### config.mk
export PLATFORM = sky130hd
export DESIGN_NAME = updown_mod_counter
export DESIGN_NICKNAME = d
export VERILOG_FILES = /design/src/rtl/counter_pkg.sv /design/src/rtl/count_prescaler.sv /design/src/rtl/updown_mod_counter.sv
export SDC_FILE = /design/constraint.sdc
export NUM_CORES = 1
export LEC_CHECK = 0
export ABC_AREA = 1
export CAP_MARGIN = 10
export CELL_PAD_IN_SITES_DETAIL_PLACEMENT = 0
export CELL_PAD_IN_SITES_GLOBAL_PLACEMENT = 2
export CORE_ASPECT_RATIO = 0.7
export CORE_MARGIN = 2
export CORE_UTILIZATION = 22
export DETAILED_ROUTE_END_ITERATION = 7
export PLACE_DENSITY_LB_ADDON = 0.1
export SYNTH_ARGS = -nofsm -noshare
export SYNTH_HDL_FRONTEND = slang
export SYNTH_SLANG_ARGS = --single-unit
### constraint.sdc
create_clock -name clk -period 2.6 [get_ports clk]
set_clock_uncertainty 0.05 [all_clocks]
set_input_delay 0.65 -clock clk [delete_from_list [all_inputs] [get_ports clk]]
set_output_delay 0.65 -clock clk [all_outputs]
set_load 0.01 [all_outputs]
### src/rtl/counter_pkg.sv
// Shared constants and helpers for the modulo up/down counter family.
package counter_pkg;

   localparam logic MODE_WRAP = 1'b0;
   localparam logic MODE_SAT  = 1'b1;
   localparam logic DIR_UP    = 1'b1;
   localparam logic DIR_DOWN  = 1'b0;

   // Load values above the modulus are pinned to the top count.
   function automatic logic [31:0] clamp_load(input logic [31:0] val, input logic [31:0] max);
      return (val > max) ? max : val;
   endfunction

endpackage

### src/rtl/count_prescaler.sv
// Divides enabled cycles by PRESCALE; tick marks the last cycle of each group.
module count_prescaler
   import counter_pkg::*;
#(
   parameter int unsigned PRESCALE = 4
) (
   input  logic clk,
   input  logic reset,
   input  logic clr,
   input  logic en,
   output logic tick
);

   localparam int unsigned PW = (PRESCALE > 2) ? $clog2(PRESCALE) : 1;
   localparam logic [PW-1:0] LAST = PW'(PRESCALE - 1);

   logic [PW-1:0] cnt_q, cnt_d;

   assign tick = en && (cnt_q == LAST);

   always_comb begin
      cnt_d = cnt_q;
      if (clr)
         cnt_d = '0;
      else if (en)
         cnt_d = tick ? '0 : cnt_q + 1'b1;
   end

   always_ff @(posedge clk or negedge reset) begin
      if (!reset)
         cnt_q <= '0;
      else
         cnt_q <= cnt_d;
   end

endmodule

### src/rtl/updown_mod_counter.sv
// Modulo-(MAX_COUNT+1) up/down counter with clear, load, wrap/saturate mode,
// wrap pulse and sticky overflow. Optional prescaler under `PRESCALE_EN.
module updown_mod_counter
   import counter_pkg::*;
#(
   parameter int unsigned WIDTH     = 4,
   parameter int unsigned MAX_COUNT = 2**WIDTH - 1,
   parameter int unsigned PRESCALE  = 4
) (
   input  logic             clk,
   input  logic             reset,
   input  logic             clr,
   input  logic             load,
   input  logic [WIDTH-1:0] load_val,
   input  logic             en,
   input  logic             up,
   input  logic             sat_mode,
   output logic [WIDTH-1:0] count,
   output logic             tc,
   output logic             wrap,
   output logic             ovf
);

   localparam logic [WIDTH-1:0] MAXV = WIDTH'(MAX_COUNT);

   logic [WIDTH-1:0] count_q, count_d;
   logic             wrap_q, wrap_d;
   logic             ovf_q, ovf_d;
   logic             tick;
   logic             advance;

`ifdef PRESCALE_EN
   // Load leaves the prescaler untouched, so it only sees non-load enabled cycles.
   count_prescaler #(.PRESCALE(PRESCALE)) u_prescaler (
      .clk   (clk),
      .reset (reset),
      .clr   (clr),
      .en    (en && !load),
      .tick  (tick)
   );
`else
   assign tick = 1'b1;
`endif

   assign advance = en && tick;
   assign tc      = ((up == DIR_UP) && (count_q == MAXV)) ||
                    ((up == DIR_DOWN) && (count_q == '0));

   // Bounds are detected by compare so non-power-of-2 moduli never overshoot.
   always_comb begin
      count_d = count_q;
      wrap_d  = 1'b0;
      ovf_d   = ovf_q;
      if (clr) begin
         count_d = '0;
         ovf_d   = 1'b0;
      end else if (load) begin
         count_d = WIDTH'(clamp_load(32'(load_val), 32'(MAX_COUNT)));
      end else if (advance) begin
         if (tc) begin
            wrap_d = 1'b1;
            ovf_d  = 1'b1;
            if (sat_mode == MODE_WRAP)
               count_d = (up == DIR_UP) ? '0 : MAXV;
         end else begin
            count_d = (up == DIR_UP) ? count_q + 1'b1 : count_q - 1'b1;
         end
      end
   end

   always_ff @(posedge clk or negedge reset) begin
      if (!reset) begin
         count_q <= '0;
         wrap_q  <= 1'b0;
         ovf_q   <= 1'b0;
      end else begin
         count_q <= count_d;
         wrap_q  <= wrap_d;
         ovf_q   <= ovf_d;
      end
   end

   assign count = count_q;
   assign wrap  = wrap_q;
   assign ovf   = ovf_q;

endmodule

==> results.tsv <==
stage	metric	value	unit
power	Leak	0.367	nW
synth	ys flop type	dfrtp_1	
cts	Post-CTS Hold Buffers	0	
drt	drt wl/cell	10.6	µm
floorplanning	Row Count	13	
drt	Routed WL	1.19	mm
grt	initial antenna violation count	0	
worst_setup_path	Max FO, Critical Path	3	
min_path	Worst Hold Depth	2	
final_layout	synthesis-to-finish area growth	52.2	%
timing	RSZ-0062 raised after global routing	false	
cts	htree depth	1	
final_layout	Design Area, Final	704	µm²
synth	synth top area cells	dfrtp_1, nand2_1, inv_1, nand3_1, ha_1	
drt	Detail Route Antenna Nets	0	
synth	count leader, synth	nand2_1	
cts	Clock Tree Buf Depth	2	
synth	Seq/Total Area, Yosys	32.4	%
floorplanning	initial core utilization	24.1	%
cts	Worst-path clk slew	40	ps
final_layout	layout cells sized above 1	13.2	%
synth	Mapped Area	463	µm²
final_layout	Fill cells	215	
cts	CTS Buf Count	3	
synth	synth warn	0	
power	PwrDens	470	nW/µm²
floorplanning	die area	2490	µm²
cts	CTS Sinks	6	
floorplanning	Die Y	42.4	µm
power	maximum vdd drop	116	µV
placement	Placed Area	683	µm²
min_path	Hold Crit Endpoint	ovf	
placement	port bufs	17	
min_path	worst min path class	reg -> reg	
synth	Synth Register Bits	6	
floorplanning	chip width	58.8	µm
final_layout	Antenna diodes	0	
run_status	status	completed	
timing	post-layout minimum cycle time	2380	ps
synth	Yosys top cell by area	dfrtp_1	
placement	RD Place Congestion	0.828	
grt	largest net degree at the start of global routing	8	
cts	CTS tree	done	
worst_setup_path	origin of the critical flop-to-flop path	count[0]	
worst_setup_path	critical path required time	1900	ps
synth	EDFF count, synth	0	
timing	final setup fails	0	
worst_setup_path	flop2flop setup slack	920	ps
grt	number of global-route vias before repair	472	
floorplanning	core area	1920	µm²
drt	DRC Markers	0	
grt	grt ovf	0	
min_path	Hold Startpoint	ovf	
timing	Final Hold Viols	0	
synth	Gate Count Post-Synth	68	
synth	Mapped Nets	82	
grt	GR Util All Layers	10.7	%
placement	Final HPWL DP	1.05	mm
grt	wire length of the first global-routing pass	2.01	mm
synth	area share of the largest cell type after synthesis	32.4	%
drt	via count	459	
synth	Post-synth ARST share	100	%
worst_setup_path	critical path endpoint category	output pin	
worst_setup_path	R2R Path End	count[2]	
synth	Commonest cells post-synth	nand2_1, inv_1, dfrtp_1, nand3_1, nor2_1	
final_layout	post-layout util	36.7	%
timing	period utilization	91.7	%
timing	worst-margin pin slew	259	ps
worst_setup_path	Crit path arrival time	1680	ps
worst_setup_path	Worst setup SP type	input pin	
drt	total iterations of the first detailed-routing run	3	
job	Max-Cap Viols	0	
worst_setup_path	WS Path Type	in -> out	
synth	Synth cell types	16	
synth	post-synthesis average cell area	6.81	µm²
drt	DR vias/cell	4.06	
final_layout	fin nets	107	
drt	DR iter-0 viols	7	
worst_setup_path	r2r worst-path depth	7	
timing	fmax	419	MHz
floorplanning	num ports	18	
timing	Rel. slew slack	82.7	%
timing	Slew Viols, Final	0	
cts	Clock Latency Late Sink	240	ps
cts	Root Driver	clkbuf_4	
worst max-delay path by stage:
stage | endpoint | from | cells past startpoint
floorplan | count[3] | up | 10
CTS | tc | up | 4
detailed placement | tc | up | 4
finish | tc | up | 4
global placement | tc | up | 4
global route | tc | up | 5
cell type report:
cell class | instances | area, µm² | area share, %
Timing Repair Buffer | 20 | 191 | 27.2
Clock buffer | 3 | 22.5 | 3.20
Tap cell | 22 | 27.5 | 3.91
Multi-Input combinational cell | 52 | 275 | 39.1
Sequential cell | 6 | 150 | 21.3
Inverter | 10 | 37.5 | 5.33
layer usage:
metal | wire (µm) | GRT usage (%)
met4 | 0 | 5.45
met1 | 666 | 16.3
met2 | 494 | 14.4
met5 | 0 | 0
met3 | 32 | 0.926
where the power goes:
group | switching [mW] | total, mW | internal (mW)
Sequential | 0.0150 | 0.118 | 0.103
Clock | 0.0312 | 0.0833 | 0.0521
Combinational | 0.0638 | 0.130 | 0.0660
flip-flops by register name (all words and copies together), names as in the netlist:
signal / count
ovf: 1
count: 4
wrap: 1
per-stage QoR:
| step | setup TNS, ps | instances | power [mW] | worst slack, ps | hold WS, ps |
|---|---|---|---|---|---|
| final | 0 | 113 | 0.331 | 216 | 433 |
| after global routing | 0 | 113 | 0.357 | 117 | 459 |
| after CTS | 0 | 113 | 0.339 | 195 | 443 |
| after detailed placement | -79.6 | 110 | 0.253 | -79.6 | 431 |
| after global placement | -74.5 | 110 | 0.253 | -74.5 | 418 |
| after floorplan | 0 | 68 | 0.186 | 894 | 304 |
repair_timing:
action                     CTS  global route
buffers inserted             0             0
setup endpoints to repair    1             0
gates resized for setup      1             0
kinds of logic after synthesis:
group,Yosys count,share of synthesized area [%]
AO/OA/AOI/OAI,7,8.38
adder cells (fa/ha/maj),3,9.73
buffers and inverters,10,8.11
XOR/XNOR,1,1.89
AND/OR/NAND/NOR,41,39.5
flip-flops,6,32.4
placed cells by master (no fill, tap or decap):
cell type,count
clkdlybuf4s50_1,16
inv_1,10
nand3_2,1
o21ai_2,1
clkbuf_4,3
o21ai_0,2
nand3_1,6
nand2_1,24
nor2_2,1
nor2_1,6
xnor2_1,1
ha_1,2
dfrtp_1,6
nand2_2,2
fa_1,1
buf_4,3
nand2_4,1
dlygate4sd2_1,1
o21ai_1,3
a21oi_1,1
critical path: stages:
cell	delay, ps
clkdlybuf4s50_1	490
nand2_1	90
o21ai_2	170
dlygate4sd2_1	280
No activity file was read; power rests on OpenSTA's default activity.
